`src/rtl/register_dump_controller_pkg.sv`:
```
// Shared definitions for the register dump sequencer: FSM state encoding and
// byte-serialisation sizing helpers.
package register_dump_controller_pkg;

    typedef enum logic [1:0] {
        IDLE   = 2'd0,
        SELECT = 2'd1,
        SEND   = 2'd2,
        DONE   = 2'd3
    } state_t;

    // A one-byte word still needs a one-bit counter.
    function automatic int cnt_width(input int n);
        return (n > 1) ? $clog2(n) : 1;
    endfunction

    localparam int DEF_NB_DATA    = 32;
    localparam int DEF_NB_BYTE    = 8;
    localparam int BYTES_PER_WORD = DEF_NB_DATA / DEF_NB_BYTE;
    localparam int BYTE_CNT_W     = cnt_width(BYTES_PER_WORD);

endpackage

```
`src/rtl/register_dump_controller_word_serializer.sv`:
```
// Holds one captured register word and hands it out a byte at a time, MSB
// byte first, over a valid/ready handshake.
module word_serializer
    import register_dump_controller_pkg::*;
#(
    parameter int NB_DATA = DEF_NB_DATA,
    parameter int NB_BYTE = DEF_NB_BYTE,
    parameter int BPW     = BYTES_PER_WORD,
    parameter int CNT_W   = BYTE_CNT_W
) (
    input  logic               i_clock,
    input  logic               i_reset,
    input  logic               i_load,
    input  logic [NB_DATA-1:0] i_word,
    input  logic               i_active,
    input  logic               i_tx_ready,
    output logic [NB_BYTE-1:0] o_tx_data,
    output logic               o_tx_valid,
    output logic               o_last,
    output logic               o_transfer
);

    logic [NB_DATA-1:0] word;
    logic [CNT_W-1:0]   count;
    logic [NB_DATA-1:0] shifted;

    // NOTE: the captured word is an ordinary register, not a memory, so it is
    // reset; that keeps o_tx_data at zero while the block is held in reset.
    always_ff @(posedge i_clock or negedge i_reset) begin
        if (!i_reset) begin
            word  <= '0;
            count <= '0;
        end else if (i_load) begin
            word  <= i_word;
            count <= '0;
        end else if (o_transfer && !o_last) begin
            count <= count + 1'b1;
        end
    end

    // Shift the selected byte up to the top so the output slice is constant.
    assign shifted    = word << (count * NB_BYTE);
    assign o_tx_data  = shifted[NB_DATA-1 -: NB_BYTE];
    assign o_tx_valid = i_active;
    assign o_last     = (count == CNT_W'(BPW - 1));
    assign o_transfer = i_active && i_tx_ready;

endmodule

```
`src/rtl/register_dump_controller.sv`:
```
// Walks every register-bank entry through read port 1 after a debug halt and
// streams each word to the UART tx FIFO, MSB byte first.
module register_dump_controller
    import register_dump_controller_pkg::*;
#(
    parameter int NB_DATA     = DEF_NB_DATA,
    parameter int N_REGISTERS = 32,
    parameter int NB_REGISTER = 5,
    parameter int NB_BYTE     = DEF_NB_BYTE
) (
    input  logic                   i_clock,
    input  logic                   i_reset,
    input  logic                   i_start,
    output logic [NB_REGISTER-1:0] o_rb_sel,
    output logic                   o_rb_valid,
    input  logic [NB_DATA-1:0]     i_rb_data,
    output logic [NB_BYTE-1:0]     o_tx_data,
    output logic                   o_tx_valid,
    input  logic                   i_tx_ready,
    output logic                   o_busy,
    output logic                   o_done
);

    localparam int BPW   = NB_DATA / NB_BYTE;
    localparam int CNT_W = cnt_width(BPW);

    state_t                 state;
    logic [NB_REGISTER-1:0] index;
    logic                   last_byte;
    logic                   transfer;

    // NOTE: all state uses non-blocking assignments so every branch reads the
    // pre-edge values of state and index.
    always_ff @(posedge i_clock or negedge i_reset) begin
        if (!i_reset) begin
            state <= IDLE;
            index <= '0;
        end else begin
            case (state)
                IDLE: begin
                    if (i_start) begin
                        state <= SELECT;
                        index <= '0;
                    end
                end
                SELECT: state <= SEND;
                SEND: begin
                    if (transfer && last_byte) begin
                        if (index == NB_REGISTER'(N_REGISTERS - 1)) begin
                            state <= DONE;
                        end else begin
                            index <= index + 1'b1;
                            state <= SELECT;
                        end
                    end
                end
                DONE: begin
                    index <= '0;
                    state <= IDLE;
                end
                default: state <= IDLE;
            endcase
        end
    end

    // Outputs decode registered state only; i_tx_ready never reaches o_tx_valid.
    assign o_rb_sel   = index;
    assign o_rb_valid = (state == SELECT);
    assign o_busy     = (state != IDLE);
    assign o_done     = (state == DONE);

    word_serializer #(
        .NB_DATA (NB_DATA),
        .NB_BYTE (NB_BYTE),
        .BPW     (BPW),
        .CNT_W   (CNT_W)
    ) u_word_serializer (
        .i_clock    (i_clock),
        .i_reset    (i_reset),
        .i_load     (state == SELECT),
        .i_word     (i_rb_data),
        .i_active   (state == SEND),
        .i_tx_ready (i_tx_ready),
        .o_tx_data  (o_tx_data),
        .o_tx_valid (o_tx_valid),
        .o_last     (last_byte),
        .o_transfer (transfer)
    );

endmodule
```
`config.mk`:
```
export PLATFORM = sky130hd
export DESIGN_NAME = register_dump_controller
export DESIGN_NICKNAME = d
export VERILOG_FILES = /design/src/rtl/register_dump_controller_pkg.sv /design/src/rtl/register_dump_controller_word_serializer.sv /design/src/rtl/register_dump_controller.sv
export SDC_FILE = /design/constraint.sdc
export NUM_CORES = 1
export LEC_CHECK = 0
export ABC_CLOCK_PERIOD_IN_PS = 1900
export CORE_UTILIZATION = 48
export DETAILED_ROUTE_END_ITERATION = 8
export PLACE_DENSITY = 0.9
export SETUP_SLACK_MARGIN = 0.5
export SYNTH_ARGS = -nofsm -noshare
export SYNTH_HDL_FRONTEND = slang
export SYNTH_SLANG_ARGS = --single-unit
```
`constraint.sdc`:
```
create_clock -name i_clock -period 1.9 [get_ports i_clock]
set_input_delay 0.38 -clock i_clock [delete_from_list [all_inputs] [get_ports i_clock]]
set_output_delay 0.38 -clock i_clock [all_outputs]
set_load 0.02 [all_outputs]
```
==> results.sh, run 1 <==
export IMPL_synth_nets=167
export IMPL_drt_iter0_markers=145
export IMPL_period_share=1.035
export IMPL_cp_slowest_cell="mux4_2"
export IMPL_placementRows=22
export IMPL_fmax_mhz=508.8
export IMPL_tritoncts="yes"
export IMPL_grt_max_degree=28
export IMPL_startpoint_type="flip-flop"
export IMPL_detail_route_antenna_nets=0
export IMPL_postSynth_asyncResetShare=1.000
export IMPL_hpwl_um=2970
export IMPL_clkLatencyLatePin_ns=0.32
export IMPL_cap_violations=0
export IMPL_setup_violations=8
export IMPL_relSlewSlack=0.5570
export IMPL_synthFlopType="dfrtp_1"
export IMPL_dpl_cell_area_um2=2537
export IMPL_cts_sinks=41
export IMPL_port_buffers=52
export IMPL_pwr_share_comb=0.600
export IMPL_layout_common_cells="dfrtp_1, clkdlybuf4s50_1, mux2_4, buf_6, buf_4"
export IMPL_switching_share=0.3614
export IMPL_grt_usage=0.3260
export IMPL_fin_ws_ns=-0.06558
export IMPL_die_h_um=65.75
export IMPL_synth_edff_count=0
export IMPL_placed_cells=228
export IMPL_area_growth_synth_to_final_pct=69.21
export IMPL_power_density_nw_per_um2=1679
export IMPL_reg2reg_to="o_rb_sel[4]"
export IMPL_wire_per_inst_um=27.96
export IMPL_synth_area_per_cell_um2=15.24
export IMPL_slew_violations=0
export IMPL_cp_cell_sequence="buf_6 -> mux4_2 -> buf_6"
export IMPL_synth_seq_cells=41
export IMPL_die_area_um2=4322
export IMPL_worst_path_most_repeated_cell="buf_6"
export IMPL_layout_drive_gt1_share=0.6136
export IMPL_synth_warning_count=0
export IMPL_grt_overflow_total=0
export IMPL_clkPwrFrac=0.116
export IMPL_finalHoldViolations=0
export IMPL_r2r_setup_slack_ns=0
export IMPL_seqPwrFrac=0.284
export IMPL_core_area_um2=3771
export IMPL_ff2ff_path_depth=7
export IMPL_grt_pass1_wl_um=9591
export IMPL_tightest_slew_ns=0.6645
export IMPL_violations="negative setup slack"
export IMPL_cts_made_buffers=5
export IMPL_diodes=0
export IMPL_status="finished with violations"
export IMPL_antenna_found_initial=0
export IMPL_p_sw_mw=2.003
export IMPL_final_cells=268
export IMPL_cts_buffer_depth=2
export IMPL_ys_seq_area_frac=0.5260
export IMPL_power_leakage_nw=1.475
export IMPL_dr_pass1_iters=4
export IMPL_synth_distinct_cells=38
export IMPL_cp_data_arrival_time_ns=1.59
export IMPL_end_kind="output pin"
export IMPL_finalHoldWorstSlack_ns=0.08218
export IMPL_cts_root_buf="clkbuf_8"
export IMPL_synthCells=128
export IMPL_critPathMaxStageDelay_ns=0.54
export IMPL_final_util=0.8752
export IMPL_critical_path_class="reg2out"
export IMPL_vias=1619
export IMPL_fin_worst_skew_ns=0.01466
export IMPL_r2r_start="o_rb_sel[0]"
export IMPL_stdcell_area_um2=3301
export IMPL_io_pins=53
export IMPL_ir_drop_uv=1044
export IMPL_hold_class="in2async"
export IMPL_cts_clk_slew_worst_paths_ns=0.09
export IMPL_routabilityCongestion=0.7569
export IMPL_drc=0
export IMPL_grt_pass1_vias=1721
export IMPL_drt_wl_total_um=7493
export IMPL_p_int_mw=3.540
export IMPL_die_w_um=65.75
export IMPL_rsz0062_at_grt="yes"
export IMPL_viasPerCell=6.041
export IMPL_layout_commonest_cell="dfrtp_1"
export IMPL_start_util=0.5173
export IMPL_setup_tns_ns=-0.2959
export IMPL_cp_data_required_time_ns=1.52
export IMPL_period_needed_ns=1.966
export IMPL_nNetsFinal=258
export IMPL_path_max_fanout=5
export IMPL_syn_area_um2=1951
export IMPL_cts_max_level=2
-- synth_stat cells (2+ instances only) --
cell type,number,share of area
o2bb2ai_1,2,0.0090
ha_1,3,0.019
mux2_2,31,0.18
nand3_1,2,0.0051
inv_1,2,0.0039
buf_6,3,0.017
mux2i_1,2,0.010
a22o_1,4,0.018
a21oi_1,2,0.0051
mux4_2,8,0.092
dfrtp_1,41,0.53
xnor2_1,2,0.0090
-- power by group through the flow --
stage	Clock [mW]	Sequential [mW]	Combinational, mW
3_5_place_dp	0	1.53	1.95
4_1_cts	0.616	1.51	2.83
3_3_place_gp	0	1.49	1.88
6_report	0.643	1.57	3.33
2_1_floorplan	0	1.41	1.37
5_1_grt	0.675	1.60	3.42
-- worst max path at each step --
| stage | from | to | slack, ns | depth (start not counted) |
|---|---|---|---|---|
| floorplan | o_rb_sel[1] | o_rb_sel[3] | 0.15 | 6 |
| global placement | u_word_serializer.count[0] | o_tx_data[6] | -0.03 | 3 |
| detailed placement | u_word_serializer.count[0] | o_tx_data[2] | -0.07 | 3 |
| CTS | u_word_serializer.count[0] | o_tx_data[2] | -0.01 | 3 |
| global route | u_word_serializer.count[0] | o_tx_data[0] | -0.1 | 3 |
| finish | u_word_serializer.count[0] | o_tx_data[6] | -0.07 | 3 |
-- cell type report --
type                       instances  area [µm²]
clock inverter                     2       13.76
timing repair buffer              91       980.9
multi-input combinational         77        1111
clock buffer                       6       82.58
inverter                           3       18.77
fill                             132       470.5
sequential                        41        1033
tap                               48       60.06
-- registers in the layout, summed over array words and instances, names as in the netlist --
signal,flops
u_word_serializer.word,32
o_rb_sel,5
state,2
u_word_serializer.count,2
-- per-layer routing --
layer | up-vias | part of all wire | GRT usage
li1 | 659 | - | -
met1 | 828 | 0.37 | 0.3649
met2 | 102 | 0.52 | 0.5829
met3 | 30 | 0.074 | 0.06944
met4 | 0 | 0.032 | 0.1522
met5 | - | 0 | 0
-- what timing repair did --
item,in CTS,in global routing
hold buffers,0,0
pin swaps,5,5
gates cloned,3,1
endpoints found under the setup margin,57,56
gates resized for setup,146,30
setup buffers,20,8
-- kinds of logic after synthesis --
logic type,after synthesis,share of synthesized area
AO/OA/AOI/OAI,13,0.05132
XOR/XNOR,2,0.008982
adder cells (fa/ha/maj),3,0.01925
buffers and inverters,10,0.03848
flip-flops,41,0.5260
multiplexers,42,0.2874
AND/OR/NAND/NOR,17,0.06865
-- stage by stage --
step                      worst slack, ns  power (mW)
after global routing             -0.09739       5.693
after floorplan                    0.1546       2.787
after detailed placement         -0.06683       3.482
final                            -0.06558       5.543
after CTS                        -0.01317       4.952
after global placement           -0.03237       3.373
-- worst max-delay path: cells and delay by family, from the launching register on --
family | cells | cell delay, ns
muxes | 1 | 0.54
buffers and inverters | 2 | 0.33
DFF | 1 | 0.40
(Power assumes the default switching activity.)
==> run 2: changes to the inputs <==
==> constraint.sdc (replaced) <==
create_clock -name i_clock -period 1.9 [get_ports i_clock]
set_input_delay 0.57 -clock i_clock [delete_from_list [all_inputs] [get_ports i_clock]]
set_output_delay 0.57 -clock i_clock [all_outputs]
set_load 0.02 [all_outputs]
==> run 2 against run 1 <==
Net effect:
- the flow still finishes with violations (negative setup slack)
- setup slack worse by 0.11 ns
- sequential share of layout area up 0.70 points
- clock power rose by 3.7%
- total power fell by 4.9%
- die area stayed put
- routed wire length decreased by 7.6%
- maximum frequency shrank 5.5%
- worst hold slack gained 0.14 ns
- critical path type unchanged
- largest power group unchanged
- highest routed layer unchanged
==> results.sh, run 2 (synthesis gave the netlist of run 1 again) <==
export IMPL_postCtsHoldBufs=0
export IMPL_grt_overflow_total=0
export IMPL_cap_violations=0
export IMPL_largest_register="u_word_serializer.word"
export IMPL_switching_share=0.3527
export IMPL_largest_register_ffs=32
export IMPL_seqPwrFrac=0.305
export IMPL_critical_path_class="reg2out"
export IMPL_cts_root_buf="clkbuf_8"
export IMPL_relSlewSlack=0.6535
export IMPL_ir_drop_uv=1105
export IMPL_core_area_um2=3771
export IMPL_setup_violations=8
export IMPL_drc=0
export IMPL_die_w_um=65.75
export IMPL_cts_buffer_depth=2
export IMPL_placed_cells=232
export IMPL_grt_usage=0.2250
export IMPL_layout_commonest_cell="dfrtp_1"
export IMPL_grt_util_met2=0.3878
export IMPL_finalHoldViolations=0
export IMPL_clkLatencyLatePin_ns=0.31
export IMPL_wire_per_inst_um=26.23
export IMPL_antenna_found_initial=0
export IMPL_p_int_mw=3.412
export IMPL_gr_usage_met1=0.2436
export IMPL_busiest_layer="met2"
export IMPL_fin_worst_skew_ns=0.01834
export IMPL_cts_made_buffers=5
export IMPL_fmax_mhz=480.7
export IMPL_drt_iter0_markers=145
export IMPL_vias=1626
export IMPL_hold_class="in2async"
export IMPL_fin_ws_ns=-0.1805
export IMPL_viasPerCell=6.159
export IMPL_diodes=0
export IMPL_grtUsageMet3=0.06250
export IMPL_cts_sinks=41
export IMPL_layout_common_cells="dfrtp_1, clkdlybuf4s50_1, mux2_4, buf_6, buf_4"
export IMPL_power_leakage_nw=1.461
export IMPL_cts_max_level=2
export IMPL_grt_pass1_wl_um=6969
export IMPL_hpwl_um=2987
export IMPL_placementRows=22
export IMPL_cp_data_arrival_time_ns=1.51
export IMPL_status="finished with violations"
export IMPL_path_max_fanout=5
export IMPL_port_buffers=52
export IMPL_layout_drive_gt1_share=0.5787
export IMPL_slew_violations=0
export IMPL_grt_pass1_vias=1513
export IMPL_violations="negative setup slack"
export IMPL_detail_route_antenna_nets=0
export IMPL_power_density_nw_per_um2=1637
export IMPL_die_h_um=65.75
export IMPL_tightest_slew_ns=0.5197
export IMPL_pwr_share_comb=0.569
export IMPL_drt_wl_total_um=6925
export IMPL_cts_clk_slew_worst_paths_ns=0.10
export IMPL_dr_pass1_iters=4
export IMPL_clkPwrFrac=0.127
export IMPL_io_pins=53
export IMPL_startpoint_type="flip-flop"
export IMPL_die_area_um2=4322
export IMPL_period_share=1.095
export IMPL_routabilityCongestion=0.7922
export IMPL_final_cells=264
export IMPL_end_kind="output pin"
export IMPL_nNetsFinal=254
export IMPL_tritoncts="yes"
export IMPL_p_sw_mw=1.860
export IMPL_start_util=0.5173
export IMPL_area_growth_synth_to_final_pct=65.11
export IMPL_num_fill_cells=145
export IMPL_period_needed_ns=2.081
export IMPL_cp_data_required_time_ns=1.33
export IMPL_rsz0062_at_grt="yes"
export IMPL_p_total_mw=5.272
export IMPL_grt_max_degree=34
run 2: cell type report:
class	count	area (µm²)	area share
multi-input cells	77	1070	0.3322
clock buffers	7	96.34	0.02991
repair buffers	87	940.9	0.2922
well taps	48	60.06	0.01865
clock inverters	1	8.758	0.002720
inverters	3	13.76	0.004274
flip-flops and latches	41	1031	0.3201
run 2: power by group through the flow:
stage	clock [mW]	combinational, mW	sequential, mW
floorplan	0	1.39	1.41
global placement	0	1.92	1.51
detailed placement	0	2.00	1.55
CTS	0.652	2.22	1.53
global route	0.694	3.11	1.64
finish	0.667	3.00	1.61
run 2: through the flow:
step	setup TNS (ns)	area [µm²]	utilization	hold slack [ns]	setup WS [ns]
after floorplan	0	1978	-	0.2744	0.1546
after global placement	-1.646	2582	0.6848	0.4746	-0.2103
after detailed placement	-1.808	2582	0.6848	0.4910	-0.2324
after CTS	-1.207	2826	0.7495	0.2176	-0.1552
after global routing	-1.447	3221	0.8540	0.2405	-0.1972
final	-1.273	3221	0.8540	0.2183	-0.1805
run 2: critical path, cell delays in order (launching register included):
cell     delay (ns)
dfrtp_1        0.38
buf_6          0.15
mux4_2         0.53
buf_6          0.15
run 2: final timing paths:
check / from / slack (ns) / cells past startpoint / to
max: u_word_serializer.count[0] / -0.18 / 3 / o_tx_data[5]
min: i_reset / 0.22 / 1 / u_word_serializer.word[7]
max reg2reg: u_word_serializer.count[0] / 0.05 / 9 / o_rb_sel[3]
max in group asynchronous: i_reset / 1.16 / 2 / o_rb_sel[1]
min in group i_clock: u_word_serializer.word[10] / 0.52 / 1 / u_word_serializer.word[10]
min reg2reg: u_word_serializer.word[10] / 0.52 / 1 / u_word_serializer.word[10]
run 2: repair_timing:
action | 4_1_cts | 5_1_grt
pin swaps | 1 | 11
endpoints found under the setup margin | 57 | 58
setup buffers | 9 | 11
cloned | 0 | 4
gates resized for setup | 115 | 55
run 2: layer usage:
metal | part of all wire | wire [µm]
met1 | 0.37 | 2548
met2 | 0.50 | 3497
met3 | 0.070 | 483
met4 | 0.057 | 396
met5 | 0 | 0
==> variant 1: new RTL, settings of run 2 <==
Encoding of `state_t`: now one-hot (4 bits for 4 states).
--- a/src/rtl/register_dump_controller_pkg.sv
+++ b/src/rtl/register_dump_controller_pkg.sv
@@ -2,11 +2,11 @@
 // byte-serialisation sizing helpers.
 package register_dump_controller_pkg;
 
-    typedef enum logic [1:0] {
-        IDLE   = 2'd0,
-        SELECT = 2'd1,
-        SEND   = 2'd2,
-        DONE   = 2'd3
+    typedef enum logic [3:0] {
+        IDLE   = 4'b0001,
+        SELECT = 4'b0010,
+        SEND   = 4'b0100,
+        DONE   = 4'b1000
     } state_t;
 
     // A one-byte word still needs a one-bit counter.
Behaviour: no difference found for any inputs over 10 cycles, from zero or initial values and one cycle with i_reset low; not proved beyond that.
==> variant 1 against run 2 <==
- the run still ends with negative setup slack left
- synthesized area up 0.26%
- total power up 1.3%
- non-clock buffer count up 7
- die area up 0.26%
- worst hold slack better by 120 ps
- count of clock-buffer cells in the layout unchanged
- first-iteration DRC count down 15%
- via count up 1.5%
- final area up 3.3%
- setup slack worse by 11 ps
- sequential cell count up 2
- routed wire length up 2.0%
- critical path type unchanged
==> variant 1: results (changes against run 2) <==
----------------------------------------------------
[Outcome]
  Outcome ... finished, violations left (unchanged)
  Violations in the final reports ... negative setup slack (unchanged)

[STA]
  Worst path setup slack after routing ... -192 ps (was -181 ps)
  Count of endpoints failing setup in the final report ... 12 (was 8)
  Clk_skew ... 10.4 ps (was 18.3 ps)
  Hold_ws ... 343 ps (was 218 ps)

[Synth]
  Share of synthesized cell area in full adder, half adder and majority cells ... 1.92% (about the same)
  Proportion of synthesized chip area in sequential cells ... 55.1% (was 52.6%)
  Synthesized-area fraction occupied by xor and xnor cells ... 0.448% (was 0.898%)
  Number of library cell types mapped by synthesis ... 30 (was 38)
  Compound-Gate Fraction of Synth Area ... 3.58% (was 5.13%)
  Post-synthesis mux area share ... 29.7% (was 28.7%)
  Post-Syn Instances ... 131 (was 128)
  Largest cells by area after synthesis ... dfrtp_1 (54%), mux2_2 (18%), mux4_2 (9.2%) (was dfrtp_1 (53%), mux2_2 (18%), mux4_2 (9.2%))

[Pwr]
  Total power ... 5340 uW (was 5270 uW)
  Leakage power figure ... 0.00148 uW (was 0.00146 uW)

[Routing]
  Met2 routed wirelength ... 3650 microns (was 3500 microns)
  Vias after detailed routing ... 1,651 (was 1,626)
  Routed length on met3 ... 417 microns (was 483 microns)
  Routed wirelength normalized by instance count ... 25.7 microns (was 26.2 microns)
  DRC violation total after the first TritonRoute iteration ... 123 (was 145)
  Post-Route M1 WL ... 2760 microns (was 2550 microns)

[Layout]
  Clock buf/inv share ... 2.44% (was 3.26%)
  Bufs w/o clock ... 94 (was 87)
  Total area of sequential cells ... 1080 sq um (was 1030 sq um)
  Share of layout cells above drive strength 1 ... 57.3% (was 57.9%)
  Fraction of standard cell area in multi-input logic ... 31.2% (was 33.2%)
  Non-clk buf share ... 31.3% (was 29.2%)

[Global route]
  All-layer global routing usage ... 30.9% (was 22.5%)
  Maximum number of pins on one net before global-route repair ... 44 (was 34)

[Worst setup path]
  Crit path max fanout ... 3 (was 5)
  R2r setup slk ... 20 ps (was 50 ps)
  Reg-to-reg critical path endpoint ... o_rb_sel[4] (was o_rb_sel[3])

[Placed design]
  Routability-driven placement congestion ratio ... 0.750 (was 0.792)
  Cell count after placement ... 239 (was 232)

[Clock tree]
  Number of instances resized during post-cts repair ... 147 (was 115)
  Post-CTS setup buffer count ... 15 (was 9)

----------------------------------------------------
[variant 1: cell types whose count changed after synthesis, sizes merged, moves of 2 or more]
cell,run 2,this run
nor3,0,2
xnor2,2,0
nor2,1,3
clkbuf,2,0
a21o,2,0
nand2,1,5
mux2i,2,4
a22o,4,0
or4b,0,2
or2,2,0
o2bb2ai,2,0
[variant 1: per-layer routing]
metal / global-route usage [%] / up-vias
met4: 14.4 / 0
met3: 7.59 / 33
met1: 38.1 / 856
met5: 0 / -
met2: 51.0 / 91
li1: - / 671
[variant 1: power by group]
group          total [uW]  leakage, uW  switching, uW  internal (uW)
sequential           1650     0.000522            324           1320
combinational        3110     0.000912           1170           1940
clock                 581    0.0000422            322            259
total                5340      0.00148           1820           3520
[variant 1: stage by stage]
step | setup TNS (ps) | setup slack, ps | utilization, % | cell area [sq um]
final | -1950 | -192 | 88.2 | 3330
after global routing | -2510 | -232 | 88.2 | 3330
after CTS | -1830 | -193 | 81.5 | 3070
after detailed placement | -2700 | -254 | 69.6 | 2630
after global placement | -2520 | -234 | 69.6 | 2630
after floorplan | 0 | 166 | - | 1990
[variant 1: how the worst max path moves through the flow]
stage	cells past startpoint	endpoint	slack (ps)	from
floorplan	2	o_busy	170	state[0]
global placement	3	o_tx_valid	-230	state[1]
detailed placement	3	o_tx_data[6]	-250	u_word_serializer.count[0]
CTS	3	o_tx_data[6]	-190	u_word_serializer.count[0]
global route	3	o_tx_data[5]	-230	u_word_serializer.count[0]
finish	3	o_tx_data[5]	-190	u_word_serializer.count[0]
[variant 1: critical path, cell delays in order, from the launching register on]
cell and delay [ps]:
dfrtp_2 420, buf_6 130, mux4_2 530, buf_6 150
==> variant 2: new RTL, flow settings as in run 2 <==
Made on the original files. Change the package constant `DEF_NB_DATA` from 32 to 64.
--- a/src/rtl/register_dump_controller_pkg.sv
+++ b/src/rtl/register_dump_controller_pkg.sv
@@ -14,7 +14,7 @@
         return (n > 1) ? $clog2(n) : 1;
     endfunction
 
-    localparam int DEF_NB_DATA    = 32;
+    localparam int DEF_NB_DATA    = 64;
     localparam int DEF_NB_BYTE    = 8;
     localparam int BYTES_PER_WORD = DEF_NB_DATA / DEF_NB_BYTE;
     localparam int BYTE_CNT_W     = cnt_width(BYTES_PER_WORD);
Ports: changed (resized i_rb_data); port bits go from 53 to 85. The function was not compared with the original's and may differ.
==> variant 2 against run 2 <==
- the run still ends with negative setup slack left
- sequential power increased by 86%
- register-to-register slack lost 260 ps
- final area is 81% higher
- setup slack lost 480 ps
- critical path depth increased by 1
- total power grew 91%
- sequential share of layout area down 0.062 points
- cell count is 74% higher
- routed wire length grew 75%
- synthesized area is 80% higher
- critical endpoint is now o_tx_data[0]
- die area is 77% higher
- sequential cell count up 33
==> variant 2: results (changes against run 2) <==
----------------------------------------------------
[Routing]
  DRC violation total after the first TritonRoute iteration ... 207 (was 145)
  Vias after detailed routing ... 2,703 (was 1,626)
  Total length of routed wires ... 12,100 microns (was 6930 microns)
  Routed wirelength normalized by instance count ... 26.4 microns (was 26.2 microns)

[Worst setup path]
  Critical-path cell with the highest stage delay ... mux4_1 (was mux4_2)
  Crit path max fanout ... 7 (was 5)
  Max incr delay on CP ... 610 ps (was 530 ps)

[Layout]
  Fin nets ... 431 (was 254)
  Share of layout cells above drive strength 1 ... 54.7% (was 57.9%)
  Fill cell total of the finished layout ... 291 (was 145)

[Synth]
  Synth Net Count ... 293 (was 167)
  Largest cells by area after synthesis ... dfrtp_1 (53%), mux2_2 (21%), mux4_1 (6.7%) (was dfrtp_1 (53%), mux2_2 (18%), mux4_2 (9.2%))
  Share of Yosys cell area claimed by the top area cell type ... 52.7% (was 52.6%)
  Post-synthesis mux area share ... 35.6% (was 28.7%)
  Synthesized-area fraction occupied by xor and xnor cells ... 0.498% (was 0.898%)
  Compound-Gate Fraction of Synth Area ... 3.28% (was 5.13%)
  Proportion of synthesized chip area in sequential cells ... 52.7% (was 52.6%)
  Post-Syn Instances ... 221 (was 128)
  Share of synthesized cell area in full adder, half adder and majority cells ... 1.42% (was 1.92%)

[Pwr]
  P_sw ... 3310 uW (was 1860 uW)
  Part of the power in registers ... 29.8% (was 30.5%)
  Clock network power ... 1540 uW (was 667 uW)

[STA]
  Relative slew slack ... 74.9% (was 65.4%)
  Count of endpoints failing setup in the final report ... 17 (was 8)
  Worst path setup slack after routing ... -664 ps (was -181 ps)
  Clk_skew ... 10.9 ps (was 18.3 ps)
  Fin Setup TNS ... -6310 ps (was -1270 ps)

[Global route]
  All-layer global routing usage ... 32.0% (was 22.5%)
  Number of global-route vias before repair ... 3,005 (was 1,513)
  Global-route wire length before repair ... 17,300 microns (was 6970 microns)
  Maximum number of pins on one net before global-route repair ... 38 (was 34)

[Placed design]
  Routability-driven placement congestion ratio ... 0.827 (was 0.792)
  HPWL reported at the end of detailed placement ... 5840 microns (was 2990 microns)

[Outcome]
  Outcome ... finished, violations left (unchanged)
  Violations in the final reports ... negative setup slack (unchanged)

[Clock tree]
  Skew-Pair Late Insertion Delay ... 360 ps (was 310 ps)

----------------------------------------------------
-- variant 2: changes by cell type after synthesis, sizes merged, moves of 6 or more --
cell	change
mux2	+40
dfrtp	+33
mux4	+8
buf	+6
-- variant 2: path summary, 6_finish.rpt --
path	slack [ps]	end	depth (start not counted)	startpoint
min	100	u_word_serializer.word[57]	1	i_reset
max reg2reg	-210	o_rb_sel[3]	11	u_word_serializer.count[0]
min reg2reg	520	u_word_serializer.word[52]	1	u_word_serializer.word[52]
min in group i_clock	520	u_word_serializer.word[52]	1	u_word_serializer.word[52]
max in group asynchronous	1240	u_word_serializer.count[0]	2	i_reset
max	-660	o_tx_data[0]	4	u_word_serializer.count[0]
-- variant 2: per-stage QoR --
step | total power [uW] | utilization, %
finish | 10100 | 83.8
global route | 10400 | 83.8
CTS | 9540 | 82.1
detailed placement | 6440 | 66.2
global placement | 6300 | 66.2
floorplan | 5140 | -
-- variant 2: critical path: cells and delay by family (launching register included) --
kind	cells	cell delay, ps
buffers and inverters	2	290
multiplexers	2	910
flip-flops	1	430
-- variant 2: what timing repair did --
action	4_1_cts	5_1_grt
setup buffers	25	5
endpoints found under the hold margin	0	0
gates cloned	9	0
setup endpoints to repair	90	91
gates resized for setup	218	16
pin swaps	10	9
-- variant 2: metal layers --
layer / global-route usage (%) / vias up / part of all wire [%]
met5: 0 / - / 0
met4: 19.4 / 0 / 4.5
met3: 7.54 / 38 / 6.3
met2: 54.8 / 154 / 52
met1: 36.6 / 1403 / 37
li1: - / 1108 / -
-- variant 2: cell type report --
cell class / count / share of cell area, %
Tap cell: 96 / 2.06
Timing Repair Buffer: 141 / 28.4
Sequential cell: 74 / 32.0
Clock inverter: 6 / 1.96
Inverter: 3 / 0.280
Clock buffer: 10 / 2.37
Multi-Input combinational cell: 130 / 32.9
